--- config.mk ---
export PLATFORM = sky130hd
export DESIGN_NAME = mac_seq_ctrl
export DESIGN_NICKNAME = d
export VERILOG_FILES = /design/src/rtl/mac_seq_ctrl.sv
export SDC_FILE = /design/constraint.sdc
export NUM_CORES = 1
export LEC_CHECK = 0
export ABC_AREA = 0
export CAP_MARGIN = 5
export CELL_PAD_IN_SITES_DETAIL_PLACEMENT = 1
export CELL_PAD_IN_SITES_GLOBAL_PLACEMENT = 2
export CORE_MARGIN = 2
export CORE_UTILIZATION = 33
export DETAILED_ROUTE_END_ITERATION = 8
export GPL_TIMING_DRIVEN = 0
export PLACE_DENSITY_LB_ADDON = 0.1
export SYNTH_ARGS = -nofsm -noshare
export SYNTH_HDL_FRONTEND = slang
export SYNTH_HIERARCHICAL = 1
export SYNTH_SLANG_ARGS = --single-unit
--- constraint.sdc ---
create_clock -name clk_i -period 3.58 [get_ports clk_i]
set_input_delay 0.716 -clock clk_i [delete_from_list [all_inputs] [get_ports clk_i]]
set_output_delay 0.716 -clock clk_i [all_outputs]
set_load 0.03 [all_outputs]
--- src/rtl/mac_seq_ctrl.sv ---
// mac_seq_ctrl: sequential 8x8 shift-add multiply-accumulate controller with valid/ready ports.
//   clk_i        clock, rising edge
//   rst_i        asynchronous active-high reset
//   clear_i      synchronous abort: back to IDLE, accumulator and group state zeroed
//   len_i        pairs per group, sampled with the first pair (0 means 2^LEN_W)
//   in_valid_i   operand pair valid       in_ready_o   pair can be accepted (IDLE)
//   a_i, b_i     multiplicand, multiplier
//   out_valid_o  group result valid       out_ready_i  consumer takes result
//   result_o     accumulated sum mod 2^16 (0 unless out_valid_o)
//   ovf_o        sticky accumulate carry-out for the group (0 unless out_valid_o)
//   busy_o       controller not in IDLE

module adder16 (
    input  logic [15:0] a,
    input  logic [15:0] b,
    input  logic        cin,
    output logic [15:0] sum,
    output logic        cout
);
    assign {cout, sum} = {1'b0, a} + {1'b0, b} + {16'b0, cin};
endmodule

module mac_seq_ctrl #(
    parameter int LEN_W  = 4,
    parameter int DATA_W = 8
) (
    input  logic              clk_i,
    input  logic              rst_i,
    input  logic              clear_i,
    input  logic [LEN_W-1:0]  len_i,
    input  logic              in_valid_i,
    output logic              in_ready_o,
    input  logic [DATA_W-1:0] a_i,
    input  logic [DATA_W-1:0] b_i,
    output logic              out_valid_o,
    input  logic              out_ready_i,
    output logic [15:0]       result_o,
    output logic              ovf_o,
    output logic              busy_o
);
    typedef enum logic [1:0] {IDLE, MUL, ACC, DONE} state_t;

    state_t             state, state_n;
    logic [15:0]        mcand, product, acc, add_a, add_b, add_sum;
    logic [DATA_W-1:0]  mplier;
    logic [2:0]         bit_cnt;
    logic [LEN_W-1:0]   pair_cnt, len_q;
    logic [LEN_W:0]     cnt_next, len_eff;
    logic               ovf, add_cout;

    // A latched length of zero stands for a full 2^LEN_W-pair group.
    assign cnt_next = {1'b0, pair_cnt} + (LEN_W+1)'(1);
    assign len_eff  = (len_q == '0) ? {1'b1, {LEN_W{1'b0}}} : {1'b0, len_q};

    // The single adder serves partial products in MUL and accumulation in ACC.
    assign add_a = (state == MUL) ? product : (state == ACC) ? acc : 16'd0;
    assign add_b = (state == MUL) ? mcand : (state == ACC) ? product : 16'd0;

    adder16 u_add (
        .a    (add_a),
        .b    (add_b),
        .cin  (1'b0),
        .sum  (add_sum),
        .cout (add_cout)
    );

    always_comb begin
        state_n = state;
        if (clear_i)
            state_n = IDLE;
        else
            case (state)
                IDLE:    state_n = in_valid_i ? MUL : IDLE;
                MUL:     state_n = (bit_cnt == 3'd7) ? ACC : MUL;
                ACC:     state_n = (cnt_next == len_eff) ? DONE : IDLE;
                DONE:    state_n = out_ready_i ? IDLE : DONE;
                default: state_n = IDLE;
            endcase
    end

    always_ff @(posedge clk_i or posedge rst_i) begin
        if (rst_i) begin
            state    <= IDLE;
            mcand    <= '0;
            mplier   <= '0;
            product  <= '0;
            acc      <= '0;
            bit_cnt  <= '0;
            pair_cnt <= '0;
            len_q    <= '0;
            ovf      <= 1'b0;
        end else begin
            state <= state_n;
            if (clear_i) begin
                mcand    <= '0;
                mplier   <= '0;
                product  <= '0;
                acc      <= '0;
                bit_cnt  <= '0;
                pair_cnt <= '0;
                len_q    <= '0;
                ovf      <= 1'b0;
            end else
                case (state)
                    IDLE: if (in_valid_i) begin
                        mcand   <= {{(16-DATA_W){1'b0}}, a_i};
                        mplier  <= b_i;
                        product <= '0;
                        bit_cnt <= '0;
                        if (pair_cnt == '0)
                            len_q <= len_i;
                    end
                    MUL: begin
                        if (mplier[0])
                            product <= add_sum;
                        mcand   <= mcand << 1;
                        mplier  <= mplier >> 1;
                        bit_cnt <= bit_cnt + 3'd1;
                    end
                    ACC: begin
                        acc      <= add_sum;
                        ovf      <= ovf | add_cout;
                        pair_cnt <= cnt_next[LEN_W-1:0];
                    end
                    DONE: if (out_ready_i) begin
                        acc      <= '0;
                        ovf      <= 1'b0;
                        pair_cnt <= '0;
                    end
                    default: ;
                endcase
        end
    end

    assign in_ready_o  = (state == IDLE);
    assign busy_o      = (state != IDLE);
    assign out_valid_o = (state == DONE);
    assign result_o    = (state == DONE) ? acc : 16'd0;
    assign ovf_o       = (state == DONE) & ovf;
endmodule

==> run_results.csv, run 1 <==
group,metric,value,unit
sta,period_share,0.967,
power_and_ir_drop,seqPwrFrac,0.426,
placed_design,dp_hpwl,9.87,mm
layout,ff_latch_area,1750,sq um
placed_design,gp_congestion,0.804,
worst_setup_path,r2r_start,"state[0]$_DFF_PP0_",
worst_hold_path,hold_depth,2,
synthesis,synth_enable_flop_cells,0,
clocking,clk_latency,0.35,ns
synthesis,ys_warn_count,6,
power_and_ir_drop,leakagePower,2.42,nW
sta,finalHoldViolCount,0,
layout,antennaDiodeCount,0,
worst_setup_path,worstSetupPathType,"flip-flop to flip-flop",
worst_setup_path,critPathArrivalTime,3.68,ns
layout,stdcell_area,5390,sq um
route,vias_per_cell,5.42,
grt,grt_pass1_wl,22.1,mm
worst_setup_path,crit_slowest_cell,"fa_2",
synthesis,async_flop_share,1.00,
clocking,numCtsBuffers,9,
route,wl_per_cell,20.3,um
worst_hold_path,min_path_type,"flip-flop to flip-flop",
floorplan,num_rows,41,
sta,layout_min_cycle_time,3.46,ns
route,remaining_drc_errors,0,
synthesis,yosysSeqAreaShare,0.406,
run_status,status,"completed",
worst_setup_path,reg2reg_slack,0.12,ns
worst_hold_path,min_from,"mplier[0]$_DFFE_PP0P_",
floorplan,floorplan.die_area,14000,sq um
sta,finClkSkew,0.0112,ns
worst_setup_path,path_buf_inv,3,
layout,layout-drive-gt1-share,0.115,
sta,slew_headroom,0.516,
synthesis,synthCells,443,
worst_setup_path,critPathLaunchType,"flip-flop",
grt,antenna_found_initial,0,
power_and_ir_drop,fin_total_pwr,1.96,mW
worst_setup_path,crit_required,3.80,ns
worst_setup_path,reg2reg_to,"ovf$_DFFE_PP0P_",
route,dr.pass1.iters,4,
placed_design,io_buffers,44,
synthesis,synthesis.nets,489,
floorplan,pin_count,45,
worst_setup_path,critPathTopFamily,"compound AO/OA/AOI/OAI gates",
layout,multi_input_area,2360,sq um
sta,clock.fmax,289,MHz
flow_run,maxCapViolations,0,
layout,layout.nets,547,
synthesis,avgSynthCellArea,9.74,sq um
floorplan,die_h,118,um
worst_setup_path,path_cells,"buf_6, nor2b_1, clkbuf_4, buf_6, a22o_1, fa_2, fa_2, a211oi_4, o2111ai_2, a211o_2, nand3_1, nand3b_1, a21oi_1, nor2_1, a21oi_1, nor2_1",
route,drt-total-wl,13.8,mm
power_and_ir_drop,peakVddDrop,0.183,mV
sta,drv_slew,0,
clocking,clockBufferDepth,2,
clocking,path_clk_slew,0.07,ns
sta,tightest_slew,0.726,ns
worst_setup_path,r2r_cells,16,
floorplan,core_area,12700,sq um
synthesis,synth.distinct_cells,52,
clocking,ctsHtreeMaxLevel,3,
grt,grt_overflow_total,0,
layout,nFillCells,1475,
worst_setup_path,crit_fanout,10,
layout,final_cell_mix,"dfrtp_1 (70), a22o_1 (58), clkdlybuf4s50_1 (44)",
clocking,cts_tree,"yes",
layout,layout_commonest_cell,"dfrtp_1",
worst_hold_path,holdPathEnd,"mplier[0]$_DFFE_PP0P_",
power_and_ir_drop,swShare,0.267,
clocking,cts.sink_count,70,
sta,finalSetupViolCount,0,
power_and_ir_drop,powerDensity,364,nW/um^2
synthesis,ys.flop_type,"dfrtp_1",
route,initialDrtViolationCount,113,
route,dr_total_vias,3673,
clocking,hold_buffers,0,
grt,grt.total_usage,0.206,
clocking,cts_root_buf,"clkbuf_16",
route,ant_nets,0,
worst_setup_path,worst_path_largest_cell_delay,0.39,ns
layout,syn_to_final_growth,24.9,%
power_and_ir_drop,p_int,1.44,mW
synthesis,ys_ff_latch,70,
power_and_ir_drop,clkPwrFrac,0.469,
floorplan,die_x,118,um
floorplan,initial_core_util,0.340,
power_and_ir_drop,p_sw,0.524,mW
synthesis,synth_area,4310,sq um
power_and_ir_drop,p_comb_frac,0.105,
grt,grt_pass1_vias,3925,
placed_design,placed_area,5000,sq um
worst_setup_path,cp-end-kind,"flip-flop",
sta,grt_setup_unrepaired,"true",
grt,grt_max_degree,56,
[what timing repair did]
| item | 4_1_cts | 5_1_grt |
|---|---|---|
| endpoints found under the setup margin | 11 | 12 |
| hold endpoints to repair | 0 | 0 |
| buffers inserted | 2 | 1 |
| pin swaps | 4 | 5 |
| resized for setup | 14 | 12 |
[flip-flops by register name (all words and copies together) (netlist names)]
name,flops
product,16
state,2
bit_cnt,3
acc,16
len_q,4
pair_cnt,4
mplier,8
mcand,16
ovf,1
[routing by layer]
metal  GRT usage  vias to the layer above  share of wire
li1            -                     1741              -
met1       0.268                     1872           0.47
met2       0.347                       48           0.49
met3      0.0294                       12          0.028
met4      0.0776                        0          0.016
met5           0                        -              0
[how the worst max path moves through the flow]
stage	end	startpoint	depth (start not counted)	slack, ns
floorplan	ovf$_DFFE_PP0P_	state[0]$_DFF_PP0_	16	0.18
global placement	ovf$_DFFE_PP0P_	state[0]$_DFF_PP0_	16	-0.37
detailed placement	ovf$_DFFE_PP0P_	state[0]$_DFF_PP0_	16	-0.39
CTS	ovf$_DFFE_PP0P_	state[0]$_DFF_PP0_	16	0.02
global route	ovf$_DFFE_PP0P_	state[0]$_DFF_PP0_	16	-0.05
finish	ovf$_DFFE_PP0P_	state[0]$_DFF_PP0_	16	0.12
[area by class of cell]
class	instances	share of cell area
Clock buffer	9	0.0418
Sequential cell	70	0.325
Tap cell	172	0.0399
Buffer	34	0.0334
Clock inverter	7	0.0135
Multi-Input combinational cell	314	0.438
Inverter	24	0.0172
Timing Repair Buffer	48	0.0910
[power by group through the flow]
stage                     sequential (mW)  combinational (mW)  clock, mW
after floorplan                     0.840               0.121          0
after global placement              0.849               0.196          0
after detailed placement            0.850               0.205          0
after CTS                           0.835               0.210      0.948
after global routing                0.838               0.227      0.985
final                               0.835               0.206      0.920
[cells by family after synthesis]
kind of cell	after synthesis	synth area share
mux	21	0.0490
simple gates	111	0.135
fa+ha+maj	21	0.0644
xor+xnor	20	0.0406
buf+inv	59	0.0545
compound gates	140	0.249
other cells	1	0.000869
flops	70	0.406
[through the flow]
stage                     hold slack (ns)  worst slack [ns]  TNS (ns)  instances  utilization
final                               0.484             0.117         0        678        0.425
after global routing                0.503           -0.0473   -0.0473        678        0.425
after CTS                           0.489            0.0173         0        678        0.422
after detailed placement            0.475            -0.385     -1.87        660        0.394
after global placement              0.463            -0.372    -23.24        659        0.392
after floorplan                     0.448             0.180         0        443            -
[tightest hold or removal path: cells and delay by family, from the launching register on]
kind            cells  cell delay, ns
compound gates      1            0.06
simple gates        1            0.05
flops               1            0.34
[synthesized netlist by cell type, types with 3 or more instances]
cell / instances / area [sq um]
o31ai_1: 14 / 105
nor2b_1: 8 / 50.1
a21oi_1: 13 / 65.1
o21ai_0: 27 / 135
nand3_1: 22 / 110
nand2_1: 31 / 116
a21oi_2: 4 / 35.0
nor2_1: 14 / 52.6
and3_1: 18 / 113
clkbuf_1: 22 / 82.6
a21o_1: 3 / 22.5
inv_1: 24 / 90.1
xnor2_1: 15 / 131
dfrtp_1: 70 / 1750
a22o_1: 58 / 508
buf_2: 11 / 55.1
mux2i_1: 20 / 200
ha_1: 19 / 238
xor2_1: 5 / 43.8
nand4_1: 4 / 25.0
No activity file was read; power rests on OpenSTA's default activity.
==> inputs of run 2 (changes only) <==
- CTS_CLUSTER_SIZE: not set -> 24
==> results of run 2 <==
No change in the layout: final DEF, timing and power equal those of run 1.
==> inputs of run 3 (changes only) <==
- CORE_UTILIZATION: 33 -> 36
- clock period: 3.58 -> 3.75 ns (I/O delays scaled with it)
==> run_results.csv, run 3 (synthesis gave the netlist of run 1 again) <==
group,metric,value,unit
route,ant_nets,0,
route,initialDrtViolationCount,157,
sta,hold_slack,0.479,ns
layout,layout_commonest_cell,"dfrtp_1",
sta,fin_ws,0.0624,ns
worst_setup_path,path_buf_inv,3,
clocking,ctsHtreeMaxLevel,3,
worst_setup_path,cp-end-kind,"flip-flop",
route,dr.pass1.iters,4,
route,m1WireLength,6.12,mm
sta,layout_min_cycle_time,3.69,ns
sta,finClkSkew,0.00774,ns
layout,layout.nets,546,
route,dr_total_vias,3677,
layout,reg_top3,"acc (16), mcand (16), product (16)",
placed_design,dp_hpwl,9.54,mm
power_and_ir_drop,seqPwrFrac,0.398,
clocking,path_clk_slew,0.06,ns
clocking,cts_tree,"yes",
floorplan,num_rows,39,
worst_setup_path,path_cells,"clkbuf_4, nor2b_1, clkbuf_1, buf_4, a22o_1, fa_2, fa_2, a211oi_4, o2111ai_4, a211o_4, nand3_1, nand3b_1, a21oi_1, nor2_1, a21oi_1, nor2_1",
grt,grt_pass1_vias,3930,
sta,grt_setup_unrepaired,"true",
sta,tightest_slew,0.670,ns
worst_setup_path,crit_slowest_cell,"fa_2",
clocking,clk_latency,0.34,ns
grt,grt_pass1_wl,21.7,mm
worst_setup_path,critPathLaunchType,"flip-flop",
route,vias_per_cell,5.68,
placed_design,gp_congestion,0.829,
clocking,clockBufferDepth,2,
worst_setup_path,critPathArrivalTime,3.89,ns
route,drt-total-wl,13.2,mm
worst_setup_path,worstSetupPathType,"flip-flop to flip-flop",
worst_setup_path,crit_fanout,10,
layout,antennaDiodeCount,0,
layout,stdcell_area,5380,sq um
layout,multi_input_area,2370,sq um
floorplan,die_h,113,um
route,wl_per_cell,20.4,um
route,remaining_drc_errors,0,
placed_design,place_inst,631,
floorplan,core_area,11600,sq um
sta,clock.fmax,271,MHz
placed_design,dpl_worst_slack,-0.219,ns
run_status,status,"completed",
power_and_ir_drop,swShare,0.240,
sta,drv_slew,0,
worst_hold_path,min_path_type,"flip-flop to flip-flop",
layout,nFillCells,1297,
route,highest_layer,"met4",
grt,antenna_found_initial,0,
layout,ff_latch_area,1750,sq um
floorplan,pin_count,45,
worst_setup_path,crit_required,3.95,ns
layout,syn_to_final_growth,24.7,%
layout,layout.cells.non_filler,647,
power_and_ir_drop,clkPwrFrac,0.505,
power_and_ir_drop,p_sw,0.479,mW
route,wl_met2,6.42,mm
floorplan,floorplan.die_area,12900,sq um
worst_setup_path,worst_path_largest_cell_delay,0.42,ns
sta,period_share,0.983,
power_and_ir_drop,p_comb_frac,0.097,
power_and_ir_drop,leakagePower,2.43,nW
power_and_ir_drop,p_int,1.52,mW
clocking,cts.sink_count,70,
sta,slew_headroom,0.553,
route,wl_met3,470,um
layout,layout-drive-gt1-share,0.103,
sta,finalSetupViolCount,0,
power_and_ir_drop,powerDensity,372,nW/um^2
sta,finalHoldViolCount,0,
clocking,hold_buffers,0,
clocking,numCtsBuffers,9,
layout,final_util,0.465,
floorplan,die_x,113,um
grt,grt_overflow_total,0,
placed_design,io_buffers,44,
floorplan,initial_core_util,0.373,
grt,grt_max_degree,55,
grt,grt.total_usage,0.219,
power_and_ir_drop,peakVddDrop,0.178,mV
placed_design,placed_area,4960,sq um
clocking,cts_root_buf,"clkbuf_16",
layout,final_cell_mix,"dfrtp_1 (70), a22o_1 (58), clkdlybuf4s50_1 (44)",
flow_run,maxCapViolations,0,
worst_setup_path,critPathTopFamily,"compound AO/OA/AOI/OAI gates",
-- run 3: layer usage --
metal,vias up,global-route usage
li1,1737,-
met1,1855,0.295
met2,72,0.359
met3,13,0.0329
met4,0,0.0797
met5,-,0
-- run 3: worst min-delay path, cell delays in order, from the launching register on --
cell	delay [ns]
dfrtp_1	0.34
nand2_1	0.05
o31ai_1	0.05
-- run 3: cell type report --
class / instances / area share
well taps: 143 / 0.0333
clock inverters: 5 / 0.0200
plain buffers: 35 / 0.0298
multi-input cells: 314 / 0.441
repair buffers: 46 / 0.0884
clock buffers: 10 / 0.0444
flip-flops and latches: 70 / 0.326
inverters: 24 / 0.0172
-- run 3: worst paths after layout --
kind	end	start	slack [ns]	cells after the start
worst max-delay path	ovf$_DFFE_PP0P_	state[0]$_DFF_PP0_	0.06	16
worst min-delay path	mplier[0]$_DFFE_PP0P_	mplier[0]$_DFFE_PP0P_	0.48	2
worst max register to register	ovf$_DFFE_PP0P_	state[0]$_DFF_PP0_	0.06	16
worst min register to register	mplier[0]$_DFFE_PP0P_	mplier[0]$_DFFE_PP0P_	0.48	2
max in group asynchronous	acc[15]$_DFFE_PP0P_	rst_i	2.49	3
min in group asynchronous	acc[5]$_DFFE_PP0P_	rst_i	0.70	2
-- run 3: timing repair --
item / CTS / global route
cloned: 0 / 0
endpoints found under the hold margin: 0 / 0
setup endpoints to repair: 7 / 8
resized for setup: 6 / 13
setup buffers: 0 / 1
pin swaps: 1 / 3
-- run 3: power by group through the flow --
stage	sequential [mW]	clock [mW]	combinational (mW)
after floorplan	0.802	0	0.115
after global placement	0.810	0	0.186
after detailed placement	0.811	0	0.195
after CTS	0.798	1.03	0.196
after global routing	0.799	1.07	0.215
final	0.797	1.01	0.194
-- run 3: through the flow --
stage | TNS [ns] | power, mW
2_1_floorplan | 0 | 0.918
3_3_place_gp | -9.71 | 0.996
3_5_place_dp | -0.423 | 1.01
4_1_cts | 0 | 2.02
5_1_grt | -0.321 | 2.08
6_report | 0 | 2.00
